--- src/rtl/trng_pkg.sv ---
// Shared constants, types and helpers for the TRNG sample packer.
package trng_pkg;

    localparam int unsigned TRNG_DATA_WIDTH = 32;
    localparam int unsigned TRNG_FIFO_DEPTH = 8;
    localparam int unsigned TRNG_RCT_CUTOFF = 16;

    typedef enum logic [0:0] {
        PAIR_FIRST  = 1'b0,
        PAIR_SECOND = 1'b1
    } pair_state_t;

    // Width of a counter that must hold 0..depth inclusive.
    function automatic int unsigned lvl_width(input int unsigned depth);
        return $clog2(depth) + 1;
    endfunction

endpackage

--- src/rtl/trng_sample_packer_if.sv ---
// Word stream from the packer FIFO towards the AXI slave register file.
interface trng_sample_packer_if #(
    parameter int unsigned DATA_WIDTH = 32
);
    logic [DATA_WIDTH-1:0] word_tdata;
    logic                  word_tvalid;
    logic                  word_tready;

    modport master (
        output word_tdata,
        output word_tvalid,
        input  word_tready
    );

    modport slave (
        input  word_tdata,
        input  word_tvalid,
        output word_tready
    );
endinterface

--- src/rtl/trng_word_fifo.sv ---
// Registered synchronous word FIFO with sync clear; head word is zero when empty.
module trng_word_fifo
    import trng_pkg::*;
#(
    parameter int unsigned DATA_WIDTH = TRNG_DATA_WIDTH,
    parameter int unsigned DEPTH      = TRNG_FIFO_DEPTH
) (
    input  logic                         clk,
    input  logic                         rst_n,
    input  logic                         clear,
    input  logic                         push,
    input  logic [DATA_WIDTH-1:0]        din,
    input  logic                         pop,
    output logic [DATA_WIDTH-1:0]        dout,
    output logic                         full,
    output logic                         empty,
    output logic [lvl_width(DEPTH)-1:0]  level
);

    localparam int unsigned AW = $clog2(DEPTH);
    localparam int unsigned LW = lvl_width(DEPTH);

    logic [DATA_WIDTH-1:0] mem_q [DEPTH];
    logic [AW-1:0]         wr_ptr_q, wr_ptr_d;
    logic [AW-1:0]         rd_ptr_q, rd_ptr_d;
    logic [LW-1:0]         level_q,  level_d;
    logic                  do_push, do_pop;

    assign empty = (level_q == '0);
    assign full  = (level_q == LW'(DEPTH));
    assign level = level_q;
    assign dout  = empty ? '0 : mem_q[rd_ptr_q];

    // A push into a full FIFO is only taken when a pop frees the slot in the same cycle.
    assign do_pop  = pop && !empty && !clear;
    assign do_push = push && (!full || do_pop) && !clear;

    // Next pointer and level values; clear overrides push and pop.
    always_comb begin
        wr_ptr_d = wr_ptr_q;
        rd_ptr_d = rd_ptr_q;
        level_d  = level_q;
        if (clear) begin
            wr_ptr_d = '0;
            rd_ptr_d = '0;
            level_d  = '0;
        end else begin
            if (do_push) wr_ptr_d = wr_ptr_q + AW'(1);
            if (do_pop)  rd_ptr_d = rd_ptr_q + AW'(1);
            if (do_push && !do_pop)      level_d = level_q + LW'(1);
            else if (do_pop && !do_push) level_d = level_q - LW'(1);
        end
    end

    // Pointer and level registers.
    always_ff @(posedge clk or negedge rst_n) begin
        if (!rst_n) begin
            wr_ptr_q <= '0;
            rd_ptr_q <= '0;
            level_q  <= '0;
        end else begin
            wr_ptr_q <= wr_ptr_d;
            rd_ptr_q <= rd_ptr_d;
            level_q  <= level_d;
        end
    end

    // Storage array; contents are don't-care until written.
    always_ff @(posedge clk) begin
        if (do_push) mem_q[wr_ptr_q] <= din;
    end

endmodule

--- src/rtl/trng_sample_packer.sv ---
// Von Neumann debiaser, repetition-count health test and LSB-first word packer.
module trng_sample_packer
    import trng_pkg::*;
#(
    parameter int unsigned DATA_WIDTH = TRNG_DATA_WIDTH,
    parameter int unsigned FIFO_DEPTH = TRNG_FIFO_DEPTH,
    parameter int unsigned RCT_CUTOFF = TRNG_RCT_CUTOFF
) (
    input  logic                              ACLK,
    input  logic                              ARESETN,
    input  logic                              enable,
    input  logic                              clear,
    input  logic                              raw_bit,
    input  logic                              raw_valid,
    trng_sample_packer_if.master              word_if,
    output logic [lvl_width(FIFO_DEPTH)-1:0]  fifo_level,
    output logic                              overflow,
    output logic                              health_fail
);

    localparam int unsigned CW = $clog2(DATA_WIDTH);

    pair_state_t           pair_q, pair_d;
    logic                  b0_q, b0_d;
    // Only the last DATA_WIDTH-1 emitted bits are held; the completing bit is
    // concatenated on top when the word is pushed, so word bit 0 is the oldest.
    logic [DATA_WIDTH-2:0] shreg_q, shreg_d;
    logic [CW-1:0]         cnt_q, cnt_d;
    logic [7:0]            rct_q, rct_d;
    logic                  prev_q, prev_d;
    logic                  hf_q, hf_d;
    logic                  ovf_q, ovf_d;

    logic                  accept, emit, ebit, push;
    logic [DATA_WIDTH-1:0] push_word;
    logic                  fifo_full, fifo_empty;

    assign accept    = enable && raw_valid && !hf_q && !clear;
    assign push_word = {ebit, shreg_q};

    // Pair state machine: unequal pairs emit their first bit.
    always_comb begin
        pair_d = pair_q;
        b0_d   = b0_q;
        emit   = 1'b0;
        ebit   = b0_q;
        if (clear || !enable) begin
            pair_d = PAIR_FIRST;
        end else if (accept) begin
            case (pair_q)
                PAIR_FIRST: begin
                    b0_d   = raw_bit;
                    pair_d = PAIR_SECOND;
                end
                default: begin
                    emit   = (b0_q != raw_bit);
                    pair_d = PAIR_FIRST;
                end
            endcase
        end
    end

    // Packer: shift emitted bits in from the top, push on the word boundary.
    always_comb begin
        shreg_d = shreg_q;
        cnt_d   = cnt_q;
        push    = 1'b0;
        if (clear) begin
            shreg_d = '0;
            cnt_d   = '0;
        end else if (emit) begin
            shreg_d = {ebit, shreg_q[DATA_WIDTH-2:1]};
            if (cnt_q == CW'(DATA_WIDTH - 1)) begin
                cnt_d = '0;
                push  = 1'b1;
            end else begin
                cnt_d = cnt_q + CW'(1);
            end
        end
    end

    // Repetition-count test on accepted raw bits, plus sticky overflow.
    always_comb begin
        rct_d  = rct_q;
        prev_d = prev_q;
        hf_d   = hf_q;
        ovf_d  = ovf_q;
        if (clear) begin
            rct_d  = '0;
            prev_d = 1'b0;
            hf_d   = 1'b0;
            ovf_d  = 1'b0;
        end else begin
            if (accept) begin
                prev_d = raw_bit;
                if (rct_q != '0 && raw_bit == prev_q) rct_d = rct_q + 8'd1;
                else                                  rct_d = 8'd1;
                if (rct_d == 8'(RCT_CUTOFF)) hf_d = 1'b1;
            end
            if (push && fifo_full && !word_if.word_tready) ovf_d = 1'b1;
        end
    end

    // State registers.
    always_ff @(posedge ACLK or negedge ARESETN) begin
        if (!ARESETN) begin
            pair_q  <= PAIR_FIRST;
            b0_q    <= 1'b0;
            shreg_q <= '0;
            cnt_q   <= '0;
            rct_q   <= '0;
            prev_q  <= 1'b0;
            hf_q    <= 1'b0;
            ovf_q   <= 1'b0;
        end else begin
            pair_q  <= pair_d;
            b0_q    <= b0_d;
            shreg_q <= shreg_d;
            cnt_q   <= cnt_d;
            rct_q   <= rct_d;
            prev_q  <= prev_d;
            hf_q    <= hf_d;
            ovf_q   <= ovf_d;
        end
    end

    trng_word_fifo #(
        .DATA_WIDTH (DATA_WIDTH),
        .DEPTH      (FIFO_DEPTH)
    ) u_fifo (
        .clk   (ACLK),
        .rst_n (ARESETN),
        .clear (clear),
        .push  (push),
        .din   (push_word),
        .pop   (word_if.word_tready),
        .dout  (word_if.word_tdata),
        .full  (fifo_full),
        .empty (fifo_empty),
        .level (fifo_level)
    );

    assign word_if.word_tvalid = !fifo_empty;
    assign overflow            = ovf_q;
    assign health_fail         = hf_q;

endmodule

--- src/flat_wrapper.sv ---
// flat-port wrapper written by rule: the top's interface ports become plain ports
module trng_sample_packer_flat import trng_pkg::*;
#(
    parameter int unsigned DATA_WIDTH = TRNG_DATA_WIDTH,
    parameter int unsigned FIFO_DEPTH = TRNG_FIFO_DEPTH,
    parameter int unsigned RCT_CUTOFF = TRNG_RCT_CUTOFF
)
  (ACLK, ARESETN, enable, clear, raw_bit, raw_valid, fifo_level, overflow, health_fail, word_if_word_tdata, word_if_word_tvalid, word_if_word_tready);
  trng_sample_packer_if #(.DATA_WIDTH(DATA_WIDTH)) word_if_i ();
  input  logic ACLK;
  input  logic ARESETN;
  input  logic enable;
  input  logic clear;
  input  logic raw_bit;
  input  logic raw_valid;
  output logic [lvl_width(FIFO_DEPTH)-1:0] fifo_level;
  output logic overflow;
  output logic health_fail;
  output wire logic [$bits(word_if_i.word_tdata)-1:0] word_if_word_tdata;
  output wire logic [$bits(word_if_i.word_tvalid)-1:0] word_if_word_tvalid;
  input wire logic [$bits(word_if_i.word_tready)-1:0] word_if_word_tready;
  assign word_if_word_tdata = word_if_i.word_tdata;
  assign word_if_word_tvalid = word_if_i.word_tvalid;
  assign word_if_i.word_tready = word_if_word_tready;
  trng_sample_packer #(.DATA_WIDTH(DATA_WIDTH), .FIFO_DEPTH(FIFO_DEPTH), .RCT_CUTOFF(RCT_CUTOFF)) u_core (.ACLK(ACLK), .ARESETN(ARESETN), .enable(enable), .clear(clear), .raw_bit(raw_bit), .raw_valid(raw_valid), .word_if(word_if_i), .fifo_level(fifo_level), .overflow(overflow), .health_fail(health_fail));
endmodule
--- config.mk ---
export PLATFORM = sky130hd
export DESIGN_NAME = trng_sample_packer_flat
export DESIGN_NICKNAME = d
export VERILOG_FILES = /design/src/rtl/trng_pkg.sv /design/src/rtl/trng_sample_packer_if.sv /design/src/rtl/trng_word_fifo.sv /design/src/rtl/trng_sample_packer.sv /design/src/flat_wrapper.sv
export SDC_FILE = /design/constraint.sdc
export NUM_CORES = 1
export LEC_CHECK = 0
export ABC_AREA = 1
export CAP_MARGIN = 20
export CORE_ASPECT_RATIO = 1.25
export CORE_MARGIN = 2
export CORE_UTILIZATION = 57
export CTS_CLUSTER_DIAMETER = 80
export DETAILED_ROUTE_END_ITERATION = 8
export DONT_BUFFER_PORTS = 1
export PLACE_DENSITY = 0.85
export SLEW_MARGIN = 20
export SYNTH_ARGS = -nofsm -noshare
export SYNTH_HDL_FRONTEND = slang
export SYNTH_SLANG_ARGS = --single-unit
export TNS_END_PERCENT = 10
--- constraint.sdc ---
create_clock -name ACLK -period 4 [get_ports ACLK]
set_clock_uncertainty 0.05 [all_clocks]
set_input_delay 0.4 -clock ACLK [delete_from_list [all_inputs] [get_ports ACLK]]
set_output_delay 0.4 -clock ACLK [all_outputs]
set_load 0.01 [all_outputs]
==> flow_metrics.env, run 1 <==
export IMPL_status="completed"
export IMPL_grt_max_degree=109
export IMPL_netlist_instances=1039
export IMPL_grt_use_total_pct=23.2
export IMPL_cts_resized=0
export IMPL_whs_ps=14.1
export IMPL_core_area_mm2=0.0221
export IMPL_dieArea_mm2=0.0236
export IMPL_num_vias=8201
export IMPL_cp_end_kind="output pin"
export IMPL_max_freq_mhz=306
export IMPL_leakage_nw=4.98
export IMPL_clock_latency_ps=530
export IMPL_drt_total_wl_mm=26.6
export IMPL_ys_types=32
export IMPL_clkTransAtPathRegs_ps=60
export IMPL_crit_buf_inv=1
export IMPL_dieHeight_um=171
export IMPL_critical_path_peak_fanout=108
export IMPL_ir_worst_vdd_mv=0.434
export IMPL_clockBufferDepth=3
export IMPL_syn2layout_area_growth_pct=9.71
export IMPL_netlist_area_mm2=0.0127
export IMPL_cts_root_buf="clkbuf_16"
export IMPL_slew_limit_headroom_pct=27.2
export IMPL_htree_num_levels=1
export IMPL_synth_top_cell_by_area="edfxtp_1"
export IMPL_detail_route_antenna_nets=0
export IMPL_initial_core_util_pct=57.7
export IMPL_grt_pass1_wl_mm=42.3
export IMPL_worst_slew_pin_slew_ps=1090
export IMPL_start_kind="flop"
export IMPL_hp_class="input pin to flop"
export IMPL_async_flop_share_pct=18.7
export IMPL_synth_seq_cells=315
export IMPL_synth_nets=1055
export IMPL_synth_edf_count=256
export IMPL_pin_count=46
export IMPL_required_ps=3550
export IMPL_crit_arrival_ps=2820
export IMPL_cts_made_buffers=28
export IMPL_die_w_um=138
export IMPL_layout_min_cycle_time_ps=3270
export IMPL_tns_ps=0
export IMPL_drc_errors=0
export IMPL_antenna_cells=0
export IMPL_grt_pass1_vias=8281
export IMPL_drv_slew=0
export IMPL_power_density_mw_per_mm2=575
export IMPL_period_share_pct=81.6
export IMPL_finalHoldViolCount=0
export IMPL_wl_per_cell_um=20.0
export IMPL_drt_pre_antenna_iters=5
export IMPL_hpwl_mm=14.1
export IMPL_path_class="flop to output pin"
export IMPL_cpMaxStageDelayCell="dfrtp_4"
export IMPL_ys_seq_area_share_pct=72.0
export IMPL_antenna_found_initial=0
export IMPL_rsz0062_at_grt="false"
export IMPL_ys_warn_count=0
export IMPL_nets=1043
export IMPL_cp_cell_sequence="buf_4 > o21ai_0 > o32ai_1 > nor2_1 > nor2_1"
export IMPL_cts_sinks=315
export IMPL_drt_iter0_drc=1048
export IMPL_grt_overflow_total=0
export IMPL_setup_viol=0
export IMPL_cts_tree="built"
export IMPL_synth_top_flop_cell="edfxtp_1"
export IMPL_gp_congestion=0.827
export IMPL_viasPerCell=6.16
export IMPL_yosysMostFrequentCell="nor2_1"
export IMPL_synth_area_leaders="edfxtp_1 60%, dfrtp_1 12%, nor2_1 8.0%"
export IMPL_cp_common_cell="nor2_1"
export IMPL_drive_gt1_share_pct=7.82
export IMPL_syn_avg_cell_area_um2=12.3
export IMPL_cp_top_family="flip-flops"
export IMPL_cp_slowest_stage_delay_ps=1140
export IMPL_numPortBuffers=0
export IMPL_netlist_area_leader_share_pct=60.4
export IMPL_synthTopCellsByCount="273 x nor2_1, 256 x edfxtp_1, 106 x o21ai_0"
export IMPL_fill_cells=1472
export IMPL_rows=61
export IMPL_drv_cap=0
[layer usage]
layer	track usage, %	up-vias	wire, µm
met2	39.6	432	13500
met4	9.23	0	903
li1	-	3708	-
met5	0	-	0
met1	29.7	3982	9880
met3	3.70	79	2310
[kinds of logic after synthesis]
family / Yosys count / synth area share, %
AOI/OAI and AO/OA: 223 / 11.3
xor gates and xnor gates: 7 / 0.481
adders and majority gates: 9 / 0.943
buffers and inverters: 121 / 3.98
DFF: 315 / 72.0
and+or+nand+nor: 364 / 11.3
[where the power goes]
part / internal (mW) / switching [mW] / total [mW]
logic: 0.516 / 1.10 / 1.61
registers: 3.54 / 0.190 / 3.73
clock network: 1.58 / 1.12 / 2.69
[sequential cells by signal (all words and copies together) (netlist names)]
| register | cells |
|---|---|
| u_core.u_fifo.level | 4 |
| u_core.prev_q | 1 |
| u_core.u_fifo.rd_ptr_q | 3 |
| u_core.cnt_q | 5 |
| u_core.health_fail | 1 |
| u_core.overflow | 1 |
| u_core.b0_q | 1 |
| u_core.rct_q | 8 |
| u_core.pair_q | 1 |
| u_core.u_fifo.mem_q | 256 |
| u_core.u_fifo.wr_ptr_q | 3 |
| u_core.shreg_q | 31 |
[stage by stage]
| stage | cell area (µm²) | setup slack (ps) | utilization (%) | instances | power (mW) |
|---|---|---|---|---|---|
| after floorplan | 12700 | 23.3 | - | 1039 | 5.01 |
| after global placement | 13000 | 1330 | 58.8 | 1277 | 5.30 |
| after detailed placement | 13000 | 1170 | 58.8 | 1277 | 5.37 |
| after CTS | 14000 | 795 | 63.3 | 1332 | 8.05 |
| after global routing | 14000 | 574 | 63.3 | 1332 | 8.40 |
| final | 14000 | 734 | 63.3 | 1332 | 8.03 |
[layout by cell type, fill, tap and decap left out, types with 3 or more instances in the layout]
cell       count
nor2_1       273
edfxtp_1     256
o21ai_0      106
o32ai_1       68
inv_1         59
dfrtp_1       57
nand2_1       54
o22ai_1       33
clkbuf_16     29
buf_4         16
nand3_1       15
nor3_2         8
ha_1           8
clkbuf_1       7
a21oi_1        6
clkbuf_8       6
clkinv_2       5
nand4_1        4
o21ai_1        4
xor2_1         4
xnor2_1        3
[cell type report]
type	count	area (µm²)	share of cell area, %
tap	283	354	2.53
inverter	60	226	1.62
clock buffer	42	835	5.97
multi-input combinational	603	3100	22.2
timing repair buffer	19	168	1.20
clock inverter	10	113	0.806
sequential	315	9170	65.7
[what timing repair did]
action                    in CTS  in global routing
setup buffers                  0                  0
hold buffers                   3                  0
hold endpoints to repair      61                  0
[final timing paths]
| kind | from | end | slack [ps] | depth (start not counted) |
|---|---|---|---|---|
| setup / recovery | u_core.u_fifo.rd_ptr_q[1] | word_if_word_tdata[29] | 730 | 5 |
| hold / removal | clear | u_core.pair_q | 10 | 3 |
| setup reg to reg | u_core.b0_q | u_core.shreg_q[0] | 970 | 10 |
| hold reg to reg | u_core.cnt_q[4] | u_core.cnt_q[4] | 490 | 1 |
| max in group asynchronous | ARESETN | u_core.u_fifo.rd_ptr_q[0] | 3210 | 2 |
| min in group asynchronous | ARESETN | u_core.cnt_q[0] | 410 | 2 |
[tightest hold or removal path: stages]
cell and delay, ps:
nor2_2 30, nand3_1 70, nand2_1 50
(Power assumes the default switching activity.)
==> inputs of run 2 (changes only) <==
- ABC_AREA: 1 -> 0
- clock period: 4 -> 2.6 ns (I/O delays scaled with it)
==> run 2 against run 1 <==
Against the previous run:
- first-iteration DRC count decreased by 37%
- synthesized cell count decreased by 30%
- routed wire length increased by 2.2%
- combinational power increased by 9.9%
- sequential cell count unchanged
- clock power increased by 62%
- largest cell class unchanged
==> flow_metrics.env, run 2 <==
export IMPL_required_ps=2290
export IMPL_critPathLaunch="u_core.u_fifo.rd_ptr_q[0]"
export IMPL_fin_cells=1071
export IMPL_cts_made_buffers=28
export IMPL_drt_iter0_drc=660
export IMPL_detail_route_antenna_nets=0
export IMPL_ys_warn_count=0
export IMPL_final_cell_mix="256 x edfxtp_1, 81 x nand2_1, 64 x mux4_2"
export IMPL_drive_gt1_share_pct=22.8
export IMPL_cp_top_family="multiplexers"
export IMPL_hpwl_mm=14.3
export IMPL_final_core_util_pct=66.3
export IMPL_syn_avg_cell_area_um2=17.4
export IMPL_slew_limit_headroom_pct=63.8
export IMPL_grt_use_total_pct=23.8
export IMPL_synth_nets=743
export IMPL_drv_cap=0
export IMPL_status="completed"
export IMPL_yosysMostFrequentCell="edfxtp_1"
export IMPL_antenna_found_initial=0
export IMPL_finalHoldViolCount=0
export IMPL_synth_top_flop_cell="edfxtp_1"
export IMPL_final_common_cell="edfxtp_1"
export IMPL_viasPerCell=6.37
export IMPL_async_flop_share_pct=18.7
export IMPL_ir_worst_vdd_mv=0.762
export IMPL_grt_pass1_vias=7229
export IMPL_dieArea_mm2=0.0234
export IMPL_cts_root_buf="clkbuf_16"
export IMPL_antenna_cells=0
export IMPL_drt_total_wl_mm=27.2
export IMPL_drv_slew=0
export IMPL_synth_top_cell_by_area="edfxtp_1"
export IMPL_ys_types=45
export IMPL_fill_cells=1311
export IMPL_wl_per_cell_um=25.4
export IMPL_cts_sinks=315
export IMPL_pre_cts_ws_ps=-83.5
export IMPL_period_share_pct=97.0
export IMPL_layout_min_cycle_time_ps=2520
export IMPL_synth_seq_cells=315
export IMPL_nets=783
export IMPL_grt_max_degree=60
export IMPL_die_w_um=137
export IMPL_clockBufferDepth=3
export IMPL_max_freq_mhz=396
export IMPL_path_class="flop to output pin"
export IMPL_largest_register="u_core.u_fifo.mem_q"
export IMPL_clock_latency_ps=550
export IMPL_r2r_start="u_core.cnt_q[0]"
export IMPL_p_total_mw=11.7
export IMPL_final_cell_area_mm2=0.0146
export IMPL_rsz0062_at_grt="true"
export IMPL_rrSetupSlack_ps=80
export IMPL_core_area_mm2=0.0221
export IMPL_drc_errors=0
export IMPL_worstSetupEndpoint="word_if_word_tdata[26]"
export IMPL_crit_buf_inv=2
export IMPL_worst_slew_pin_slew_ps=535
export IMPL_cp_cell_sequence="buf_12 > buf_16 > mux4_2 > mux2i_1 > nor2_1"
export IMPL_pin_count=46
export IMPL_ys_seq_area_share_pct=72.4
export IMPL_netlist_area_leader_share_pct=60.7
export IMPL_crit_cells=5
export IMPL_setup_viol=0
export IMPL_r2r_end="u_core.u_fifo.mem_q[0][26]"
export IMPL_cp_slowest_stage_delay_ps=530
export IMPL_initial_core_util_pct=57.4
export IMPL_clkTransAtPathRegs_ps=70
export IMPL_power_density_mw_per_mm2=797
export IMPL_dp_cells=1001
export IMPL_placed_area_mm2=0.0133
export IMPL_syn2layout_area_growth_pct=15.5
export IMPL_rows=61
export IMPL_critical_path_peak_fanout=16
export IMPL_numPortBuffers=0
export IMPL_reg2reg_depth=10
export IMPL_synth_edf_count=256
export IMPL_cts_tree="built"
export IMPL_worst_slack_ps=77.6
export IMPL_htree_num_levels=1
export IMPL_grt_overflow_total=0
export IMPL_start_kind="flop"
export IMPL_grt_pass1_wl_mm=41.6
export IMPL_gp_congestion=0.795
export IMPL_cpMaxStageDelayCell="mux4_2"
export IMPL_num_vias=6826
export IMPL_netlist_instances=727
export IMPL_dieHeight_um=171
export IMPL_netlist_area_mm2=0.0127
export IMPL_synth_area_leaders="edfxtp_1 61%, dfrtp_1 12%, mux4_2 11%"
export IMPL_cp_end_kind="output pin"
export IMPL_largest_reg_flops=256
export IMPL_leakage_nw=5.37
export IMPL_drt_pre_antenna_iters=4
export IMPL_tns_ps=0
export IMPL_hp_class="input pin to flop"
export IMPL_whs_ps=16.8
export IMPL_synthTopCellsByCount="256 x edfxtp_1, 84 x nand2_1, 64 x mux4_2"
export IMPL_crit_arrival_ps=2210
export IMPL_reg_largest_list="u_core.u_fifo.mem_q x256, u_core.shreg_q x31, u_core.rct_q x8"
==> run 2: cell type report <==
cell class	instances	area [µm²]	area share (%)
clock buffer	34	785	5.36
clock inverter	17	196	1.34
inverter	7	26.3	0.180
multi-input combinational	369	3450	23.6
sequential	315	9170	62.7
tap	283	354	2.42
timing repair buffer	46	654	4.47
==> run 2: logic make-up (layout without fill, tap and decap cells) <==
kind of cell / Yosys count / count (layout) / share of synthesized area [%]
XOR/XNOR: 13 / 13 / 0.899
AO/OA/AOI/OAI: 33 / 33 / 1.69
buffers and inverters: 43 / 104 / 1.48
AND/OR/NAND/NOR: 214 / 214 / 8.30
multiplexers: 100 / 100 / 14.3
flip-flops: 315 / 315 / 72.4
adder cells (fa/ha/maj): 9 / 9 / 0.948
==> run 2: how the worst min path moves through the flow <==
stage	start	to	slack (ps)	depth (start not counted)
after floorplan	ARESETN	u_core.b0_q	-90	0
after global placement	ARESETN	u_core.rct_q[7]	-80	0
after detailed placement	ARESETN	u_core.rct_q[6]	-80	0
after CTS	raw_valid	u_core.rct_q[7]	0.5	3
after global routing	raw_valid	u_core.rct_q[7]	40	3
final	raw_valid	u_core.rct_q[7]	20	3
==> run 2: worst register-to-register path: stages, from the launching register on <==
cell and delay [ps]:
dfrtp_1 430, ha_4 170, and3_4 200, ha_4 140, and2_4 140, and3_4 230, nand2_2 90, or2_4 300
nor3_4 160, buf_12 160, clkbuf_16 170
==> run 2: layer usage <==
layer	up-vias	wire length, µm	track usage, %
li1	2885	-	-
met1	3571	10100	30.4
met2	319	14700	41.0
met3	51	1780	4.18
met4	0	626	8.96
met5	-	0	0
==> run 2: where the power goes <==
| part | switching, mW | internal, mW | leakage, nW |
|---|---|---|---|
| Combinational | 1.03 | 0.739 | 1.36 |
| Sequential | 0.0918 | 5.44 | 3.55 |
| Clock | 1.82 | 2.54 | 0.465 |
| Total | 2.94 | 8.72 | 5.37 |
==> run 2: what timing repair did <==
| action | 4_1_cts | 5_1_grt |
|---|---|---|
| endpoints found under the hold margin | 111 | 0 |
| pin swaps | 0 | 3 |
| hold buffers | 8 | 0 |
| endpoints found under the setup margin | 32 | 207 |
| cloned | 0 | 3 |
| gates resized for setup | 2 | 6 |
| setup buffers | 4 | 4 |
==> inputs of run 3 (changes only) <==
- ABC_AREA: 0 -> 1
==> run 3 against run 2 <==
Against the previous run:
- combinational power rose by 69%
- hold slack improved by 67 ps
- critical path depth rose by 1
- clock power rose by 3%
- final area fell by 0.85%
- via count rose by 23%
- fmax fell by 0.86%
- utilization fell by 0.57 points
- sequential cell count did not move
- largest power group unchanged
==> flow_metrics.env, run 3 (synthesis results as in run 1) <==
export IMPL_status="completed"
export IMPL_core_area_mm2=0.0221
export IMPL_crit_cells=6
export IMPL_crit_arrival_ps=2230
export IMPL_drv_cap=0
export IMPL_grt_pass1_vias=8491
export IMPL_groute_layer_met1_usage_pct=31.0
export IMPL_ir_worst_vdd_mv=0.744
export IMPL_met2_usage_pct=43.9
export IMPL_cp_cell_sequence="clkinv_8 > buf_12 > nor2_1 > o32ai_1 > o21ai_0 > nor2_1"
export IMPL_numPortBuffers=0
export IMPL_antenna_found_initial=0
export IMPL_initial_core_util_pct=57.7
export IMPL_rrSetupSlack_ps=180
export IMPL_grt_pass1_wl_mm=44.7
export IMPL_htree_num_levels=1
export IMPL_cp_top_family="flip-flops"
export IMPL_pin_count=46
export IMPL_drt_total_wl_mm=28.9
export IMPL_cpMaxStageDelayCell="dfrtp_4"
export IMPL_seq_area_mm2=0.00917
export IMPL_min_path_cells=5
export IMPL_cts_tree="built"
export IMPL_viasPerCell=6.19
export IMPL_reg_largest_list="u_core.u_fifo.mem_q x256, u_core.shreg_q x31, u_core.rct_q x8"
export IMPL_reg2reg_depth=11
export IMPL_clockBufferDepth=3
export IMPL_critical_path_peak_fanout=37
export IMPL_num_vias=8417
export IMPL_dp_cells=1299
export IMPL_rows=61
export IMPL_hpwl_mm=16.4
export IMPL_layout_min_cycle_time_ps=2540
export IMPL_r2r_start="u_core.health_fail"
export IMPL_use_met3_pct=4.80
export IMPL_antenna_cells=0
export IMPL_required_ps=2290
export IMPL_nets=1070
export IMPL_grt_max_degree=67
export IMPL_cts_sinks=315
export IMPL_worst_slack_ps=55.6
export IMPL_p_total_mw=13.1
export IMPL_drt_pre_antenna_iters=6
export IMPL_worstSetupEndpoint="word_if_word_tdata[3]"
export IMPL_die_w_um=138
export IMPL_largest_register="u_core.u_fifo.mem_q"
export IMPL_grt_overflow_total=0
export IMPL_final_common_cell="nor2_1"
export IMPL_dieArea_mm2=0.0236
export IMPL_drv_slew=0
export IMPL_hp_class="input pin to flop"
export IMPL_wl_per_cell_um=21.2
export IMPL_r2r_end="u_core.u_fifo.level[3]"
export IMPL_leakage_nw=5.22
export IMPL_syn2layout_area_growth_pct=13.9
export IMPL_cts_root_buf="clkbuf_16"
export IMPL_final_cell_mix="266 x nor2_1, 256 x edfxtp_1, 106 x o21ai_0"
export IMPL_top_usage_layer="met2"
export IMPL_cp_common_cell="nor2_1"
export IMPL_drt_iter0_drc=829
export IMPL_multi_input_area_mm2=0.00318
export IMPL_cp_slowest_stage_delay_ps=560
export IMPL_largest_reg_flops=256
export IMPL_clock_latency_ps=540
export IMPL_path_class="flop to output pin"
export IMPL_setup_viol=0
export IMPL_gp_congestion=0.835
export IMPL_fin_cells=1359
export IMPL_drc_errors=0
export IMPL_slew_limit_headroom_pct=64.8
export IMPL_whs_ps=83.9
export IMPL_drive_gt1_share_pct=11.3
export IMPL_rsz0062_at_grt="true"
export IMPL_period_share_pct=97.9
export IMPL_power_density_mw_per_mm2=901
export IMPL_fill_cells=1431
export IMPL_grt_use_total_pct=24.9
export IMPL_max_freq_mhz=393
export IMPL_cts_made_buffers=28
export IMPL_pre_cts_ws_ps=76.1
export IMPL_clkTransAtPathRegs_ps=70
export IMPL_start_kind="flop"
export IMPL_finalHoldViolCount=0
export IMPL_critPathLaunch="u_core.u_fifo.rd_ptr_q[0]"
export IMPL_dieHeight_um=171
export IMPL_detail_route_antenna_nets=0
export IMPL_crit_buf_inv=2
export IMPL_worst_slew_pin_slew_ps=524
export IMPL_tns_ps=0
export IMPL_cp_end_kind="output pin"
run 3: changes by cell type in the layout (fill, tap and decap cells not counted), sizes merged, moves of 7 or more:
cell    previous run  this run
inv                7        60
mux2i             35         0
mux4              64         0
nand2             84        57
nand2b             7         0
nand3b            35         0
nor2              54       275
o21ai             14       111
o22ai              0        33
o32ai              0        68
run 3: tightest hold or removal path: cells and delay by family:
kind	cells	cell delay, ps
AND/OR/NAND/NOR	3	270
buffers and inverters	1	50
AO/OA/AOI/OAI	1	70
run 3: worst min-delay path by stage:
stage / startpoint / to / slack, ps
after floorplan: ARESETN / u_core.b0_q / -90
after global placement: ARESETN / u_core.u_fifo.level[0] / -80
after detailed placement: ARESETN / u_core.cnt_q[0] / -80
after CTS: raw_valid / u_core.rct_q[2] / 50
after global routing: raw_valid / u_core.prev_q / 110
final: raw_valid / u_core.prev_q / 80
run 3: routing by layer:
metal | routed length [µm] | up-vias
met5 | 0 | -
met4 | 760 | 0
met3 | 2320 | 68
met2 | 15200 | 448
met1 | 10600 | 4119
li1 | - | 3782
run 3: layout make-up:
cell class	instances	area share, %
sequential	315	63.2
multi-input combinational	603	21.9
clock buffer	33	5.24
timing repair buffer	46	3.74
tap	283	2.44
clock inverter	19	1.81
inverter	60	1.64
run 3: through the flow:
step	cell area (µm²)	util (%)
floorplan	12800	-
global placement	13300	60.4
detailed placement	13300	60.4
CTS	14500	65.6
global route	14500	65.8
finish	14500	65.8
run 3: report_power, final:
part / total, mW / internal, mW / switching, mW / leakage (nW)
Clock: 4.48 / 2.70 / 1.78 / 0.497
Sequential: 5.61 / 5.44 / 0.166 / 3.20
Combinational: 2.99 / 0.993 / 1.99 / 1.52
Total: 13.1 / 9.13 / 3.94 / 5.22
run 3: timing repair:
action,in CTS,in global routing
pin swaps,1,2
hold endpoints to repair,74,0
gates cloned,1,0
resized for setup,3,13
setup buffers,0,1
hold buffers,6,0
endpoints found under the setup margin,23,188
